### src/rtl/rv32_mem_pkg.sv
// Shared constants for the RV32 memory stage: access-size one-hot codes,
// FSM state encoding and error codes reported on oERR.
package rv32_mem_pkg;

  // One-hot access size as delivered by the decoder on iDecodedOP
  localparam logic [4:0] SZ_B  = 5'b00001;
  localparam logic [4:0] SZ_H  = 5'b00010;
  localparam logic [4:0] SZ_W  = 5'b00100;
  localparam logic [4:0] SZ_BU = 5'b01000;
  localparam logic [4:0] SZ_HU = 5'b10000;

  // Two-state transaction FSM
  typedef enum logic {
    ST_IDLE = 1'b0,
    ST_BUSY = 1'b1
  } state_t;

  // Error pulse codes
  localparam logic [1:0] ERR_NONE    = 2'b00;
  localparam logic [1:0] ERR_ALIGN   = 2'b01;
  localparam logic [1:0] ERR_TIMEOUT = 2'b10;

endpackage

### src/rtl/mem_stage_rv32_if.sv
// Data-bus bundle between the memory stage (master) and the memory/bus
// fabric (slave). Signal prefixes are from the memory stage's point of view.
interface mem_stage_rv32_if;
  logic        oBUS_REQ;
  logic        oBUS_WE;
  logic [31:0] oBUS_ADDR;
  logic [3:0]  oBUS_BE;
  logic [31:0] oBUS_WDATA;
  logic        iBUS_ACK;
  logic [31:0] iBUS_RDATA;

  modport master (
    output oBUS_REQ, oBUS_WE, oBUS_ADDR, oBUS_BE, oBUS_WDATA,
    input  iBUS_ACK, iBUS_RDATA
  );

  modport slave (
    input  oBUS_REQ, oBUS_WE, oBUS_ADDR, oBUS_BE, oBUS_WDATA,
    output iBUS_ACK, iBUS_RDATA
  );
endinterface

### src/rtl/mem_stage_rv32_align.sv
// Combinational load/store alignment: byte enables, write-lane replication,
// legality/misalignment check on the request side, and lane extraction with
// sign/zero extension on the load-return side (using the captured request).
module lsu_align_rv32
  import rv32_mem_pkg::*;
(
  input  logic [4:0]  i_size,
  input  logic [1:0]  i_addr_lo,
  input  logic        i_store,
  input  logic [31:0] i_wdata,
  output logic [3:0]  o_be,
  output logic [31:0] o_wdata,
  output logic        o_err,
  input  logic [4:0]  i_ld_size,
  input  logic [1:0]  i_ld_addr_lo,
  input  logic [31:0] i_rdata,
  output logic [31:0] o_ldata
);

  logic        w_is_b;
  logic        w_is_h;
  logic        w_is_w;
  logic [7:0]  w_byte;
  logic [15:0] w_half;

  assign w_is_b = (i_size == SZ_B) || (i_size == SZ_BU);
  assign w_is_h = (i_size == SZ_H) || (i_size == SZ_HU);
  assign w_is_w = (i_size == SZ_W);

  // Byte enables shifted into the addressed lane(s)
  always_comb begin
    o_be = 4'b0000;
    if (w_is_b)      o_be = 4'b0001 << i_addr_lo;
    else if (w_is_h) o_be = 4'b0011 << i_addr_lo;
    else if (w_is_w) o_be = 4'b1111;
  end

  // Non-one-hot size, unsigned size on a store, or a misaligned H/W address
  assign o_err = !$onehot(i_size)
               || (i_store && ((i_size == SZ_BU) || (i_size == SZ_HU)))
               || (w_is_h && i_addr_lo[0])
               || (w_is_w && (i_addr_lo != 2'b00));

  // Each write lane carries its own byte of a word, the matching byte of the
  // replicated halfword, or the replicated low byte
  genvar gi;
  generate
    for (gi = 0; gi < 4; gi++) begin : g_lane
      assign o_wdata[gi*8 +: 8] = w_is_w ? i_wdata[gi*8 +: 8]
                                : w_is_h ? i_wdata[(gi%2)*8 +: 8]
                                :          i_wdata[7:0];
    end
  endgenerate

  assign w_byte = i_rdata[{i_ld_addr_lo, 3'b000} +: 8];
  assign w_half = i_rdata[{i_ld_addr_lo[1], 4'b0000} +: 16];

  // Extract the addressed lane and extend to 32 bits
  always_comb begin
    o_ldata = i_rdata;
    case (i_ld_size)
      SZ_B:    o_ldata = {{24{w_byte[7]}}, w_byte};
      SZ_BU:   o_ldata = {24'd0, w_byte};
      SZ_H:    o_ldata = {{16{w_half[15]}}, w_half};
      SZ_HU:   o_ldata = {16'd0, w_half};
      default: o_ldata = i_rdata;
    endcase
  end

endmodule

### src/rtl/mem_stage_rv32.sv
// RV32 memory stage: forwards ALU results, issues one data-bus transaction at
// a time for loads/stores, stalls upstream while the bus is busy, and aborts
// transactions that exceed TIMEOUT busy cycles without an ack.
module mem_stage_rv32
  import rv32_mem_pkg::*;
#(
  parameter int TIMEOUT = 255
)(
  input  logic             iCLK,
  input  logic             iRSTn,
  input  logic             iMEM,
  input  logic             iRW,
  input  logic [31:0]      iMEMADDR,
  input  logic [31:0]      iMEMDATA,
  input  logic [31:0]      iDregDATA,
  input  logic [4:0]       iDregADDR,
  input  logic [4:0]       iDecodedOP,
  output logic             oSTALL,
  mem_stage_rv32_if.master bus,
  output logic             oWB,
  output logic [4:0]       oDregADDR,
  output logic [31:0]      oDregDATA,
  output logic [1:0]       oERR
);

  localparam int            CW       = $clog2(TIMEOUT + 1);
  localparam logic [CW-1:0] CNT_LAST = CW'(TIMEOUT - 1);

  state_t        r_state;
  logic [CW-1:0] r_cnt;
  logic          r_load;
  logic [4:0]    r_rd;
  logic [4:0]    r_size;
  logic [1:0]    r_addr_lo;

  logic [3:0]    w_be;
  logic [31:0]   w_wdata;
  logic          w_req_err;
  logic [31:0]   w_ldata;

  lsu_align_rv32 u_align (
    .i_size       (iDecodedOP),
    .i_addr_lo    (iMEMADDR[1:0]),
    .i_store      (~iRW),
    .i_wdata      (iMEMDATA),
    .o_be         (w_be),
    .o_wdata      (w_wdata),
    .o_err        (w_req_err),
    .i_ld_size    (r_size),
    .i_ld_addr_lo (r_addr_lo),
    .i_rdata      (bus.iBUS_RDATA),
    .o_ldata      (w_ldata)
  );

  assign oSTALL = (r_state == ST_BUSY);

  // Transaction FSM with registered bus, writeback and error outputs
  always_ff @(posedge iCLK) begin
    if (!iRSTn) begin
      r_state        <= ST_IDLE;
      r_cnt          <= '0;
      r_load         <= 1'b0;
      r_rd           <= '0;
      r_size         <= '0;
      r_addr_lo      <= '0;
      bus.oBUS_REQ   <= 1'b0;
      bus.oBUS_WE    <= 1'b0;
      bus.oBUS_ADDR  <= '0;
      bus.oBUS_BE    <= '0;
      bus.oBUS_WDATA <= '0;
      oWB            <= 1'b0;
      oDregADDR      <= '0;
      oDregDATA      <= '0;
      oERR           <= ERR_NONE;
    end else begin
      oWB  <= 1'b0;
      oERR <= ERR_NONE;
      case (r_state)
        ST_IDLE: begin
          if (!iMEM) begin
            oWB       <= (iDregADDR != 5'd0);
            oDregADDR <= iDregADDR;
            oDregDATA <= iDregDATA;
          end else if (w_req_err) begin
            oERR <= ERR_ALIGN;
          end else begin
            r_state        <= ST_BUSY;
            r_cnt          <= '0;
            r_load         <= iRW;
            r_rd           <= iDregADDR;
            r_size         <= iDecodedOP;
            r_addr_lo      <= iMEMADDR[1:0];
            bus.oBUS_REQ   <= 1'b1;
            bus.oBUS_WE    <= ~iRW;
            bus.oBUS_ADDR  <= {iMEMADDR[31:2], 2'b00};
            bus.oBUS_BE    <= w_be;
            bus.oBUS_WDATA <= w_wdata;
          end
        end
        ST_BUSY: begin
          // An ack in the final allowed cycle still completes normally
          if (bus.iBUS_ACK) begin
            r_state      <= ST_IDLE;
            bus.oBUS_REQ <= 1'b0;
            if (r_load) begin
              oWB       <= (r_rd != 5'd0);
              oDregADDR <= r_rd;
              oDregDATA <= w_ldata;
            end
          end else if (r_cnt == CNT_LAST) begin
            r_state      <= ST_IDLE;
            bus.oBUS_REQ <= 1'b0;
            oERR         <= ERR_TIMEOUT;
          end else begin
            r_cnt <= r_cnt + CW'(1);
          end
        end
        default: r_state <= ST_IDLE;
      endcase
    end
  end

endmodule
### src/flat_wrapper.sv
// flat-port wrapper written by rule: the top's interface ports become plain ports
module mem_stage_rv32_flat import rv32_mem_pkg::*;
#(
  parameter int TIMEOUT = 255
)
  (iCLK, iRSTn, iMEM, iRW, iMEMADDR, iMEMDATA, iDregDATA, iDregADDR, iDecodedOP, oSTALL, oWB, oDregADDR, oDregDATA, oERR, bus_oBUS_REQ, bus_oBUS_WE, bus_oBUS_ADDR, bus_oBUS_BE, bus_oBUS_WDATA, bus_iBUS_ACK, bus_iBUS_RDATA);
  mem_stage_rv32_if bus_i ();
  input  logic iCLK;
  input  logic iRSTn;
  input  logic iMEM;
  input  logic iRW;
  input  logic [31:0] iMEMADDR;
  input  logic [31:0] iMEMDATA;
  input  logic [31:0] iDregDATA;
  input  logic [4:0] iDregADDR;
  input  logic [4:0] iDecodedOP;
  output logic oSTALL;
  output logic oWB;
  output logic [4:0] oDregADDR;
  output logic [31:0] oDregDATA;
  output logic [1:0] oERR;
  output wire logic [$bits(bus_i.oBUS_REQ)-1:0] bus_oBUS_REQ;
  output wire logic [$bits(bus_i.oBUS_WE)-1:0] bus_oBUS_WE;
  output wire logic [$bits(bus_i.oBUS_ADDR)-1:0] bus_oBUS_ADDR;
  output wire logic [$bits(bus_i.oBUS_BE)-1:0] bus_oBUS_BE;
  output wire logic [$bits(bus_i.oBUS_WDATA)-1:0] bus_oBUS_WDATA;
  input wire logic [$bits(bus_i.iBUS_ACK)-1:0] bus_iBUS_ACK;
  input wire logic [$bits(bus_i.iBUS_RDATA)-1:0] bus_iBUS_RDATA;
  assign bus_oBUS_REQ = bus_i.oBUS_REQ;
  assign bus_oBUS_WE = bus_i.oBUS_WE;
  assign bus_oBUS_ADDR = bus_i.oBUS_ADDR;
  assign bus_oBUS_BE = bus_i.oBUS_BE;
  assign bus_oBUS_WDATA = bus_i.oBUS_WDATA;
  assign bus_i.iBUS_ACK = bus_iBUS_ACK;
  assign bus_i.iBUS_RDATA = bus_iBUS_RDATA;
  mem_stage_rv32 #(.TIMEOUT(TIMEOUT)) u_core (.iCLK(iCLK), .iRSTn(iRSTn), .iMEM(iMEM), .iRW(iRW), .iMEMADDR(iMEMADDR), .iMEMDATA(iMEMDATA), .iDregDATA(iDregDATA), .iDregADDR(iDregADDR), .iDecodedOP(iDecodedOP), .oSTALL(oSTALL), .bus(bus_i), .oWB(oWB), .oDregADDR(oDregADDR), .oDregDATA(oDregDATA), .oERR(oERR));
endmodule
### config.mk
export PLATFORM = sky130hd
export DESIGN_NAME = mem_stage_rv32_flat
export DESIGN_NICKNAME = d
export VERILOG_FILES = /design/src/rtl/rv32_mem_pkg.sv /design/src/rtl/mem_stage_rv32_if.sv /design/src/rtl/mem_stage_rv32_align.sv /design/src/rtl/mem_stage_rv32.sv /design/src/flat_wrapper.sv
export SDC_FILE = /design/constraint.sdc
export NUM_CORES = 1
export LEC_CHECK = 0
export CAP_MARGIN = 20
export CORE_MARGIN = 3
export CORE_UTILIZATION = 30
export DETAILED_ROUTE_END_ITERATION = 12
export PLACE_DENSITY_LB_ADDON = 0.05
export SYNTH_ARGS = -nofsm -noshare
export SYNTH_HDL_FRONTEND = slang
export SYNTH_SLANG_ARGS = --single-unit
### constraint.sdc
create_clock -name iCLK -period 3.35 [get_ports iCLK]
set_clock_uncertainty 0.05 [all_clocks]
set_input_delay 0.67 -clock iCLK [delete_from_list [all_inputs] [get_ports iCLK]]
set_output_delay 0.67 -clock iCLK [all_outputs]
set_load 0.02 [all_outputs]
# Word level (Yosys, flattened, before mapping)
# Cells that the tools add are included.
# Widths: inputs -> output; s select.
dict set report classes {
  bitwise 3
  shift 4
  addsub 5
  muxes 40
  n_eq_ne 19
  reduce_logical 17
}
# op n
set op_table {}
lappend op_table {{$pmux 32 s4} 1}
lappend op_table {{$mux 32} 3}
lappend op_table {{$mux 8} 8}
lappend op_table {{$pmux 32 s2} 1}
lappend op_table {{$shiftx 32x6->16} 1}
lappend op_table {{$shiftx 32x6->8} 1}
lappend op_table {{$pmux 8 s2} 1}
lappend op_table {{$mux 5} 3}
lappend op_table {{$ne 2x2->1 const B} 7}
lappend op_table {{$mux 1} 12}
lappend op_table {{$mux 4} 3}
lappend op_table {{$eq 5x1->1 const B} 2}
lappend op_table {{$eq 5x2->1 const B} 2}
lappend op_table {{$eq 5x4->1 const B} 2}
lappend op_table {{$eq 5x5->1 const B} 2}
lappend op_table {{$pmux 5 s2} 1}
lappend op_table {{$reduce_bool 5->1} 2}
lappend op_table {{$reduce_and 3->1} 3}
lappend op_table {{$add 8x1->8 const B} 1}
lappend op_table {{$eq 8x8->1 const B} 1}
lappend op_table {{$logic_or 1x1->1} 6}
lappend op_table {{$mux 2} 3}
lappend op_table {{$pmux 1 s2} 3}
lappend op_table {{$eq 5x3->1 const B} 1}
lappend op_table {{other kinds (13)} 18}
dict set report word_totals {
  output_inout_bits 111
  ff_bits 130
  inputBits 143
  elab_cells 103
}

# Logic depth before layout (Yosys ltp)
dict set report depth {
  depth_word 11
  depth_mapped 14
  mapped_depth_nobuf 10
}

# By module
# A second synthesis with hierarchy kept.
dict set report unflattened {
  cells_unflattened 794
  hier_area_um2 6686.4
}
# mod seq_area_each_um2 area_per_inst_um2 cells_each instances
set by_module_without_submodules {}
lappend by_module_without_submodules {mem_stage_rv32 2602.5 5078.6 595 1}
lappend by_module_without_submodules {lsu_align_rv32 0.0 1607.8 199 1}

# Worst setup path before layout
# Ideal clock, no wire load.
dict set report synth_path {
  path_type {input-to-reg}
  from {in iDecodedOP[3]}
  to {reg u_core.bus.oBUS_ADDR[16]}
  setup_slack_ps 125
  path_stages 14
  t_arrival_ps 3104
  setup_time_ps 70
  n_path_buf 4
  cell_sequence {buf_4 inv_1 fa_1 inv_1 fa_1 ha_1 nor3b_1 o41a_1 and3_1 buf_2 buf_6 buf_2 nand2_1 a21oi_1}
}
dict set report synth_between {
  elab_chain_len 10
}
# item line_no
set synth_lines {}
lappend synth_lines {{start: declaration} flat_wrapper.sv:16} ;# input logic [4:0] iDecodedOP;
lappend synth_lines {{$add 1x1->2 (not written as such)} mem_stage_rv32_align.sv:39} ;# assign o_err = !$onehot(i_size)
lappend synth_lines {{$add 2x2->3 (not written as such)} mem_stage_rv32_align.sv:39}
lappend synth_lines {{$add 3x1->3 (not written as such)} mem_stage_rv32_align.sv:39}
lappend synth_lines {{$eq 3x1->1} mem_stage_rv32_align.sv:39}
lappend synth_lines {{$logic_not 1->1} mem_stage_rv32_align.sv:39}
lappend synth_lines {{$logic_or 1x1->1} mem_stage_rv32_align.sv:40} ;# || (i_store && ((i_size == SZ_BU) || (i_size == SZ_HU)))
lappend synth_lines {{$logic_or 1x1->1} mem_stage_rv32_align.sv:41} ;# || (w_is_h && i_addr_lo[0])
lappend synth_lines {{$logic_or 1x1->1 (*)} mem_stage_rv32_align.sv:42} ;# || (w_is_w && (i_addr_lo != 2'b00));
lappend synth_lines {{$not 1->1 (no source line) (*)} -}
lappend synth_lines {{$reduce_and 3->1 (no source line) (*)} -}
lappend synth_lines {{end signal: assignment} mem_stage_rv32.sv:95} ;# bus.oBUS_ADDR <= {iMEMADDR[31:2], 2'b00};
lappend synth_lines {{end: declaration} mem_stage_rv32_if.sv:13} ;# output oBUS_REQ, oBUS_WE, oBUS_ADDR, oBUS_BE, oBUS_WDATA,
# Mark *: on every way between the ends. The rest lies on a longest branch, timed or not.
# A chain may end at the register's enable or synchronous reset.

# Final worst setup path
dict set report layout_path {
  from {in iDecodedOP[0]}
  to {reg u_core.bus.oBUS_WDATA[30]}
}
dict set report layout_between {
  elab_chain_len 10
}
# item line_no
set layout_lines {}
lappend layout_lines {{$add 1x1->2 (not written as such)} mem_stage_rv32_align.sv:39}
lappend layout_lines {{$add 2x2->3 (not written as such)} mem_stage_rv32_align.sv:39}
lappend layout_lines {{$add 3x1->3 (not written as such)} mem_stage_rv32_align.sv:39}
lappend layout_lines {{$eq 3x1->1} mem_stage_rv32_align.sv:39}
lappend layout_lines {{$logic_not 1->1} mem_stage_rv32_align.sv:39}
lappend layout_lines {{$logic_or 1x1->1} mem_stage_rv32_align.sv:40}
lappend layout_lines {{$logic_or 1x1->1} mem_stage_rv32_align.sv:41}
lappend layout_lines {{$logic_or 1x1->1} mem_stage_rv32_align.sv:42}
lappend layout_lines {{$not 1->1 (no source line)} -}
lappend layout_lines {{$reduce_and 3->1 (no source line)} -}
lappend layout_lines {{end signal: assignment} mem_stage_rv32.sv:97} ;# bus.oBUS_WDATA <= w_wdata;
lappend layout_lines {{end: declaration} mem_stage_rv32_if.sv:13}
# Several ways; a longest one is shown, not always the timed one.

==> metrics.md <==
| Metric | Value |
|---|---|
| Final Hold Viols | 0 |
| Crit-path cells | dlymetal6s2s_1 -> inv_2 -> fa_1 -> inv_1 -> fa_2 -> ha_1 -> nor3b_2 -> o41a_1 -> nand3_4 -> buf_12 -> a311o_1 -> a21oi_2 |
| Critical Path Slowest Stage Cell | fa_1 |
| DR WL/cell | 17.8 um |
| FF-to-FF path depth | 7 |
| Main synth FF type | dfxtp_1 |
| Area growth from synthesis to layout | 58.7% |
| CTS tree | built |
| Reg2reg end | u_core.oDregDATA[16] |
| Routed Wire Length | 23600 um |
| Die span in x | 152 um |
| Leakage power | 0.00369 uW |
| Detailed Place HPWL | 16300 um |
| Dpl cell area | 9220 um2 |
| Num rows | 52 |
| Clock-pin slew on the worst setup and hold paths | 0.06 ns |
| Via Count | 6565 |
| CTS Buf Count | 17 |
| Period utilisation layout | 0.906 |
| Largest cells by area after synthesis | dfxtp_1 41%, nand2_1 9.8%, a21oi_1 9.6% |
| Worst Setup Path Type | input port to register |
| Initial antenna violation count | 1 |
| Die area | 23000 um2 |
| Cells after Synth | 786 |
| CP Max Fanout | 8 |
| Final Cell Area | 10100 um2 |
| Crit path max-delay family | adder cells |
| Final setup fails | 0 |
| Max Slew Vio Count | 0 |
| Tmin final | 3.03 ns |
| Max cap viols | 0 |
| Fin nets | 1199 |
| Worst path required time | 3.64 ns |
| RSZ-0062 raised after global routing | false |
| Hold path endpoint | u_core.oDregDATA[5] |
| ANT nets after route | 0 |
| CORE AREA | 20500 um2 |
| Status | finished clean |
| Clk Tree Root Cell | clkbuf_16 |
| Rel. slew slack | 0.529 |
| CTS Hold Bufs | 0 |
| Cell taking the most area after synthesis | dfxtp_1 |
| Least-Margin Pin Slew | 0.705 ns |
| IO buf count | 251 |
| Worst hold-check path type | register to register |
| Post-synthesis sequential area ratio | 0.410 |
| CP arrival | 3.33 ns |
| Sum of buffers and inverters on the critical path | 4 |
| R2r startpoint | u_core.oSTALL |
| Die height | 152 um |
| Final std cells w/o fill | 1327 |
| Worst Min Path Start | u_core.oDregDATA[5] |
| Critical path depth | 12 |
| Top-count cell post-synth | nand2_1 |
| Via density | 4.95 |
| Hold-critical path depth | 2 |
| Reg-to-reg slack, setup | 0.95 ns |
| 1st-iter DRT viols | 346 |
| First-pass DRT Iterations | 5 |
| Layout cells sized above 1 | 0.107 |
| Worst Setup End Kind | register |
| Synth cell count leaders | 166 x nand2_1, 130 x dfxtp_1, 122 x a21oi_1 |
| First-pass GRT wire length | 35200 um |
| Worst setup SP type | input port |
| Cell area after synthesis | 6350 um2 |
| Top-area cell type share of the netlist area | 0.410 |
| Max rail drop VDD | 0.361 mV |
| Clk_lat worst skew | 0.41 ns |
| Synthesized area per cell | 8.08 um2 |
| Total track usage | 0.196 |
| Max Fclk | 330 MHz |
| DP Cell Count | 1284 |
| Synth Warn # | 0 |
| Crit path largest cell delay | 0.53 ns |
| Number of remaining DRC errors | 0 |
| Post-synth cell types | 48 |
| Overflow after GRT | 0 |
| CTS H-tree lvls | 4 |
| Clock Sinks | 130 |
| Initial core utilization | 0.310 |
| Register bit total from synthesis | 130 |
| Ys async rst share | 0 |
| Routability cong. | 0.802 |
| CTS Buffer Depth | 2 |
| Vias in the first global route | 6357 |
| Count of boundary I/O pins | 254 |
| Largest net degree at the start of global routing | 74 |
| Antenna diodes | 0 |
| Pwr dens | 489 nW/um2 |
| Number of synthesized flops with an enable pin | 0 |
[worst reg2reg max path, cell delays in order, from the launching register on]
cell,delay (ns)
dfxtp_1,0.73
buf_4,0.36
nor2_2,0.12
or2_2,0.44
nor2_1,0.13
buf_4,0.30
nand2_1,0.12
o21ai_0,0.08
[worst max path at each step]
stage	startpoint	to	slack, ns
finish	iDecodedOP[0]	u_core.bus.oBUS_WDATA[30]	0.32
global route	iDecodedOP[0]	u_core.bus.oBUS_WDATA[30]	0.21
CTS	iDecodedOP[0]	u_core.bus.oBUS_WDATA[18]	0.003
detailed placement	iDecodedOP[0]	u_core.bus.oBUS_ADDR[6]	-0.53
global placement	iDecodedOP[0]	u_core.bus.oBUS_ADDR[19]	-0.41
floorplan	iDecodedOP[3]	u_core.bus.oBUS_ADDR[16]	0.13
[cell families (layout without fill, tap and decap cells)]
group	Yosys count	after routing	synth area share
simple gates	259	260	0.173
compound gates	246	246	0.224
flops	130	130	0.410
buf+inv	78	347	0.0565
mux	56	56	0.104
fa+ha+maj	12	12	0.0260
xor+xnor	4	4	0.00551
other cells	1	2	0.000590
[through the flow]
step                power [uW]  worst slack, ns  setup TNS [ns]  utilization  hold WS [ns]
floorplan                 2290            0.125               0            -         0.382
detailed placement        2850           -0.527          -37.67        0.450         0.389
global placement          2850           -0.411          -30.35        0.450         0.387
global route              5150            0.212               0        0.492         0.414
CTS                       4920          0.00308               0        0.482         0.401
finish                    4930            0.315               0        0.492         0.403
[registers in the layout (all words and copies together) (netlist names)]
signal	cells
u_core.bus.oBUS_REQ	1
u_core.bus.oBUS_WDATA	32
u_core.bus.oBUS_ADDR	30
u_core.oSTALL	1
u_core.bus.oBUS_BE	4
u_core.r_addr_lo	2
u_core.r_size	5
u_core.bus.oBUS_WE	1
u_core.r_cnt	8
u_core.r_load	1
u_core.oDregADDR	5
u_core.r_rd	5
u_core.oDregDATA	32
u_core.oWB	1
u_core.oERR	2
[report_power, final]
part	internal [uW]	switching [uW]	leakage [uW]	total, uW
Clock	1280	773	0.000308	2050
Combinational	563	583	0.00233	1150
Sequential	1660	72.9	0.00106	1730
[cell type report]
type / count / area, um2
repair buffers: 296 / 3000
clock inverters: 14 / 201
inverters: 19 / 72.6
well taps: 270 / 338
clock buffers: 18 / 439
multi-input cells: 580 / 3430
fillers: 2040 / 10400
flip-flops and latches: 130 / 2600
[timing repair]
item	4_1_cts	5_1_grt
cloned	0	6
gates resized for setup	3	12
endpoints found under the setup margin	33	87
buffers inserted	0	5
hold endpoints to repair	0	0
pin swaps	0	3
[cell usage in the layout, fill, tap and decap left out, types with 7 or more instances in the layout]
cell	instances
mux4_2	7
o31ai_1	12
o21ai_0	59
clkbuf_16	21
a311o_1	8
inv_1	16
nor2_1	45
mux2i_1	39
mux2_2	10
a211oi_1	13
nand2_1	166
a21oi_1	121
ha_1	10
a31oi_1	9
o221ai_1	8
buf_4	33
clkdlybuf4s50_1	248
nand3_1	7
dfxtp_1	130
[layer usage]
layer | routed length [um] | track usage | up-vias
met4 | 205 | 0.0481 | 0
met3 | 2140 | 0.0753 | 14
met5 | 0 | 0 | -
met1 | 10600 | 0.256 | 3054
met2 | 10700 | 0.307 | 224
li1 | - | - | 3273
No activity file was read; power rests on OpenSTA's default activity.
==> RTL change 1 (same settings) <==
`TIMEOUT` is set to 255 in 2 places; all go to 510.
--- a/src/rtl/mem_stage_rv32.sv
+++ b/src/rtl/mem_stage_rv32.sv
@@ -5,5 +5,5 @@
   import rv32_mem_pkg::*;
 #(
-  parameter int TIMEOUT = 255
+  parameter int TIMEOUT = 510
 )(
   input  logic             iCLK,
--- a/src/flat_wrapper.sv
+++ b/src/flat_wrapper.sv
@@ -2,5 +2,5 @@
 module mem_stage_rv32_flat import rv32_mem_pkg::*;
 #(
-  parameter int TIMEOUT = 255
+  parameter int TIMEOUT = 510
 )
   (iCLK, iRSTn, iMEM, iRW, iMEMADDR, iMEMDATA, iDregDATA, iDregADDR, iDecodedOP, oSTALL, oWB, oDregADDR, oDregDATA, oERR, bus_oBUS_REQ, bus_oBUS_WE, bus_oBUS_ADDR, bus_oBUS_BE, bus_oBUS_WDATA, bus_iBUS_ACK, bus_iBUS_RDATA);
Function: same outputs for any inputs over 4 cycles, from zero or initial values and one cycle with iRSTn low; that may be too few to reach the edited logic, so the function may still have changed.
==> RTL change 1 against the unedited design <==
  * Final cell count decreased by 2.0%
  * Worst setup slack got worse by 0.18 ns
  * Sequential cell count increased by 1
  * Combinational power decreased by 4%
  * Total power decreased by 7.3%
  * Area after synthesis increased by 2.0%
  * Wire length decreased by 4.1%
  * Largest cell class unchanged
  * Clock power decreased by 15%
  * Synthesized cell count decreased by 2.9%
  * Critical path type unchanged
  * Largest power group unchanged
  * Cell area increased by 0.15%
  * Core utilization decreased by 1.5 points
==> RTL change 1: results (changes against the unedited design) <==
result of the run - completed (unchanged)
fraction of final layout cells sized beyond drive strength 1 - 0.1141 (was 0.1069)
number of diodes added for antenna fixing - 1 (was 0)
Post-Syn Area - 0.006481 sq mm (was 0.006354 sq mm)
worst reg2reg endpoint - u_core.oDregDATA[26]$_SDFFE_PN0P_ (was u_core.oDregDATA[16]$_SDFFE_PN0P_)
Compound-Gate Fraction of Synth Area - 0.2552 (was 0.2245)
met1 Use GR - 0.2505 (was 0.2560)
depth of the worst register-to-register path - 5 (was 7)
maximum number of pins on one net before global-route repair - 52 (was 74)
met2 GRT Util - 0.3012 (was 0.3074)
uppermost layer routed - met5 (was met4)
final wirelength - 22630 um (was 23590 um)
number of fill cells - 2136 (was 2040)
number of synthesized register bits - 131 (was 130)
Synth Area in Adders - 0.02548 (was 0.02599)
Routed wire per std cell - 17.39 um (was 17.78 um)
termination of the worst setup path - u_core.bus.oBUS_ADDR[31]$_SDFFE_PN0P_ (was u_core.bus.oBUS_WDATA[30]$_SDFFE_PN0P_)
count of vias placed by the detailed router - 6400 (was 6565)
post-CTS resize count - 14 (was 3)
Final nets - 1169 (was 1199)
leakage component of the power - 0.003841 uW (was 0.003694 uW)
Iteration-0 DRC Markers - 345 (was 346)
main area contributors after synthesis - sky130_fd_sc_hd__dfxtp_1 40%, sky130_fd_sc_hd__nand2_1 9.0%, sky130_fd_sc_hd__o21ai_0 6.9%, sky130_fd_sc_hd__a21boi_0 6.5%, sky130_fd_sc_hd__mux2i_1 3.6% (was sky130_fd_sc_hd__dfxtp_1 41%, sky130_fd_sc_hd__nand2_1 9.8%, sky130_fd_sc_hd__a21oi_1 9.6%, sky130_fd_sc_hd__mux2i_1 6.1%, sky130_fd_sc_hd__o21ai_0 4.6%)
relative max-transition margin - 0.3405 (was 0.5286)
multiplexer area fraction after synthesis - 0.09170 (was 0.1040)
endpoint of the worst hold path - u_core.oDregDATA[25]$_SDFFE_PN0P_ (was u_core.oDregDATA[5]$_SDFFE_PN0P_)
Detail Placement HPWL - 16350 um (about the same)
number of post-CTS setup repair buffers - 4 (was 0)
GP Congestion - 0.7599 (was 0.8019)
maximum fanout along the worst path - 6 (was 8)
FF-to-FF setup slack - 1.00 ns (was 0.95 ns)
wire length of the first global-routing pass - 35580 um (was 35160 um)
total routing resource utilization after global routing - 0.1886 (was 0.1963)
via count of the first global-routing pass - 6197 (was 6357)
Worst EP arrival - 3.51 ns (was 3.33 ns)
distinct cell type count of the synthesized netlist - 56 (was 48)
Area growth, synth to finish - 55.77% (was 58.66%)
startpoint of the worst hold path - u_core.oDregDATA[25]$_SDFFE_PN0P_ (was u_core.oDregDATA[5]$_SDFFE_PN0P_)
total placed instance area - 0.009387 sq mm (was 0.009223 sq mm)
detailed-routed wire length on met2 - 10600 um (was 10650 um)
Storage cell area - 0.002623 sq mm (was 0.002603 sq mm)
Non-Clock Inverter Count - 10 (was 19)
router iterations before antenna repair - 4 (was 5)
GR Layer Usage met3 - 0.05917 (was 0.07525)
==> RTL change 1: changes by cell type after synthesis, sizes merged, moves of 16 or more <==
| cell | delta |
|---|---|
| a21oi | -95 |
| a21boi | +57 |
| o21ai | +37 |
| nor2 | -35 |
| nand3 | +27 |
| mux2i | -16 |
==> RTL change 1: critical path: cells and delay by family <==
family	cells	cell delay [ns]
buffers and inverters	5	0.69
AND/OR/NAND/NOR	3	0.71
AO/OA/AOI/OAI	2	0.30
adder cells (fa/ha/maj)	3	1.12
==> RTL change 1: metrics by stage <==
step / std cells / utilization / setup slack (ns) / TNS (ns) / hold slack [ns]
detailed placement: 1262 / 0.4437 / -0.6048 / -48.60 / 0.3890
global route: 1301 / 0.4773 / 0.01641 / 0 / 0.4226
global placement: 1262 / 0.4437 / -0.5198 / -44.07 / 0.3857
floorplan: 764 / - / 0.02132 / 0 / 0.3890
finish: 1301 / 0.4773 / 0.1394 / 0 / 0.3944
CTS: 1298 / 0.4755 / 0.1191 / 0 / 0.3979
==> RTL change 2 (same flow settings) <==
Made on the original files. Register the output `oERR` once more; this adds one clock of latency there. The other outputs are not delayed to match.
--- a/src/rtl/mem_stage_rv32.sv
+++ b/src/rtl/mem_stage_rv32.sv
@@ -26,4 +26,6 @@
   localparam int            CW       = $clog2(TIMEOUT + 1);
   localparam logic [CW-1:0] CNT_LAST = CW'(TIMEOUT - 1);
+
+  logic [1:0] oERR_s0;
 
   state_t        r_state;
@@ -72,8 +74,8 @@
       oDregADDR      <= '0;
       oDregDATA      <= '0;
-      oERR           <= ERR_NONE;
+      oERR_s0        <= ERR_NONE;
     end else begin
       oWB  <= 1'b0;
-      oERR <= ERR_NONE;
+      oERR_s0 <= ERR_NONE;
       case (r_state)
         ST_IDLE: begin
@@ -83,5 +85,5 @@
             oDregDATA <= iDregDATA;
           end else if (w_req_err) begin
-            oERR <= ERR_ALIGN;
+            oERR_s0 <= ERR_ALIGN;
           end else begin
             r_state        <= ST_BUSY;
@@ -111,5 +113,5 @@
             r_state      <= ST_IDLE;
             bus.oBUS_REQ <= 1'b0;
-            oERR         <= ERR_TIMEOUT;
+            oERR_s0      <= ERR_TIMEOUT;
           end else begin
             r_cnt <= r_cnt + CW'(1);
@@ -121,3 +123,7 @@
   end
 
+  always_ff @(posedge iCLK) begin
+    oERR <= oERR_s0;
+  end
+
 endmodule
Check against the original RTL: not equivalent (a bounded check fails within 4 cycles, from zero or initial values and one cycle with iRSTn low).
==> RTL change 2 against the unedited design <==
  * First-iteration DRC count is 4.3% lower
  * Total power is 2.6% lower
  * Wire length is 4.0% lower
  * Area after synthesis is 1.7% lower
  * Critical path depth rose by 2
  * Via count decreased by 1.9%
  * Sequential cell count up 2
  * Worst setup slack got worse by 0.074 ns
  * Cell area fell by 1.9%
  * Critical endpoint is now u_core.bus.oBUS_WDATA[17]$_SDFFE_PN0P_
  * Highest routed layer unchanged
==> RTL change 2: results (changes against the unedited design) <==
detailed-routed wire length on met2 - 10540 um (was 10650 um)
most frequent cells after synthesis - 143 x sky130_fd_sc_hd__nand2_1, 132 x sky130_fd_sc_hd__dfxtp_1, 83 x sky130_fd_sc_hd__a21oi_1, 80 x sky130_fd_sc_hd__o21ai_0, 40 x sky130_fd_sc_hd__nand3_1 (was 166 x sky130_fd_sc_hd__nand2_1, 130 x sky130_fd_sc_hd__dfxtp_1, 122 x sky130_fd_sc_hd__a21oi_1, 59 x sky130_fd_sc_hd__o21ai_0, 45 x sky130_fd_sc_hd__nor2_1)
result of the run - completed (unchanged)
main area contributors after synthesis - sky130_fd_sc_hd__dfxtp_1 42%, sky130_fd_sc_hd__nand2_1 8.6%, sky130_fd_sc_hd__a21oi_1 6.7%, sky130_fd_sc_hd__o21ai_0 6.4%, sky130_fd_sc_hd__nand3_1 3.2% (was sky130_fd_sc_hd__dfxtp_1 41%, sky130_fd_sc_hd__nand2_1 9.8%, sky130_fd_sc_hd__a21oi_1 9.6%, sky130_fd_sc_hd__mux2i_1 6.1%, sky130_fd_sc_hd__o21ai_0 4.6%)
post-placement cell count - 1263 (was 1284)
Iteration-0 DRC Markers - 331 (was 346)
via/cell ratio - 4.955 (was 4.947)
via count of the first global-routing pass - 6285 (was 6357)
Final nets - 1172 (was 1199)
met1 Use GR - 0.2540 (was 0.2560)
Detail Placement HPWL - 16150 um (was 16350 um)
metal3 WL - 1897 um (was 2141 um)
GR Layer Usage met3 - 0.07255 (was 0.07525)
distinct cell type count of the synthesized netlist - 64 (was 48)
total routing resource utilization after global routing - 0.1956 (was 0.1963)
switching part of the total power - 0.2796 (was 0.2899)
count of vias placed by the detailed router - 6442 (was 6565)
Syn Inst Count - 776 (was 786)
antenna violations before repair - 0 (was 1)
fraction of final layout cells sized beyond drive strength 1 - 0.1019 (was 0.1069)
GP Congestion - 0.8178 (was 0.8019)
final wirelength - 22660 um (was 23590 um)
fraction of the yosys area taken by sequential cells - 0.4232 (was 0.4096)
termination of the worst setup path - u_core.bus.oBUS_WDATA[17]$_SDFFE_PN0P_ (was u_core.bus.oBUS_WDATA[30]$_SDFFE_PN0P_)
slew at the pin closest to its max-slew limit - 0.7738 ns (was 0.7049 ns)
RTL change 2: changes by cell type after synthesis, sizes merged, moves of 7 or more:
cell | unedited run | this run
a2111oi | 0 | 7
a21oi | 122 | 86
a221oi | 0 | 8
buf | 30 | 37
mux2i | 39 | 16
nand2 | 167 | 143
nand3 | 8 | 40
nor3 | 5 | 12
o21a | 1 | 8
o21ai | 61 | 90
o31ai | 12 | 0
RTL change 2: metrics by stage:
stage	total power, uW	hold slack, ns	area (sq um)	worst slack [ns]
finish	4800	0.2774	9886	0.2413
global route	5020	0.2844	9886	0.1174
CTS	4836	0.2768	9808	0.01237
detailed placement	2841	0.2632	9121	-0.6298
global placement	2841	0.2651	9121	-0.5491
floorplan	2288	0.2596	6247	0.0004492
RTL change 2: timing repair:
item	4_1_cts	5_1_grt
buffers inserted	1	2
gates cloned	1	1
setup endpoints to repair	88	86
pin swaps	2	5
gates resized for setup	4	14
RTL change 2: worst min path at each step:
stage / from / end / slack (ns) / cells after the start
after global routing: u_core.oERR_s0[0]$_SDFF_PP0_ / u_core.oERR[0]$_DFF_P_ / 0.28 / 0
after floorplan: u_core.oERR_s0[0]$_SDFF_PP0_ / u_core.oERR[0]$_DFF_P_ / 0.26 / 0
after CTS: u_core.oERR_s0[0]$_SDFF_PP0_ / u_core.oERR[0]$_DFF_P_ / 0.28 / 0
final: u_core.oERR_s0[1]$_SDFF_PP0_ / u_core.oERR[1]$_DFF_P_ / 0.28 / 0
after global placement: u_core.oERR_s0[1]$_SDFF_PP0_ / u_core.oERR[1]$_DFF_P_ / 0.27 / 0
after detailed placement: u_core.oERR_s0[0]$_SDFF_PP0_ / u_core.oERR[0]$_DFF_P_ / 0.26 / 0
RTL change 2: cells by family (layout without fill, tap and decap cells):
group / after synthesis / count (layout) / share of synthesized area
adders and majority gates: 12 / 12 / 0.02645
xor gates and xnor gates: 5 / 5 / 0.007014
muxes: 25 / 25 / 0.04569
other: 1 / 2 / 0.0006006
DFF: 132 / 132 / 0.4232
and+or+nand+nor: 267 / 267 / 0.1940
buffers and inverters: 80 / 333 / 0.05892
AOI/OAI and AO/OA: 254 / 254 / 0.2441
RTL change 2: power by group through the flow:
| stage | clock (uW) | sequential (uW) | combinational, uW |
|---|---|---|---|
| 2_1_floorplan | 0 | 1890 | 397 |
| 3_3_place_gp | 0 | 1790 | 1050 |
| 3_5_place_dp | 0 | 1790 | 1050 |
| 4_1_cts | 2000 | 1760 | 1080 |
| 5_1_grt | 2070 | 1780 | 1170 |
| 6_report | 1960 | 1760 | 1080 |
RTL change 2: area by class of cell:
class | instances | share of cell area
timing repair buffer | 288 | 0.2986
clock buffer | 18 | 0.04341
inverter | 13 | 0.004936
multi-input combinational | 565 | 0.3326
clock inverter | 14 | 0.01886
tap | 270 | 0.03417
sequential | 132 | 0.2674
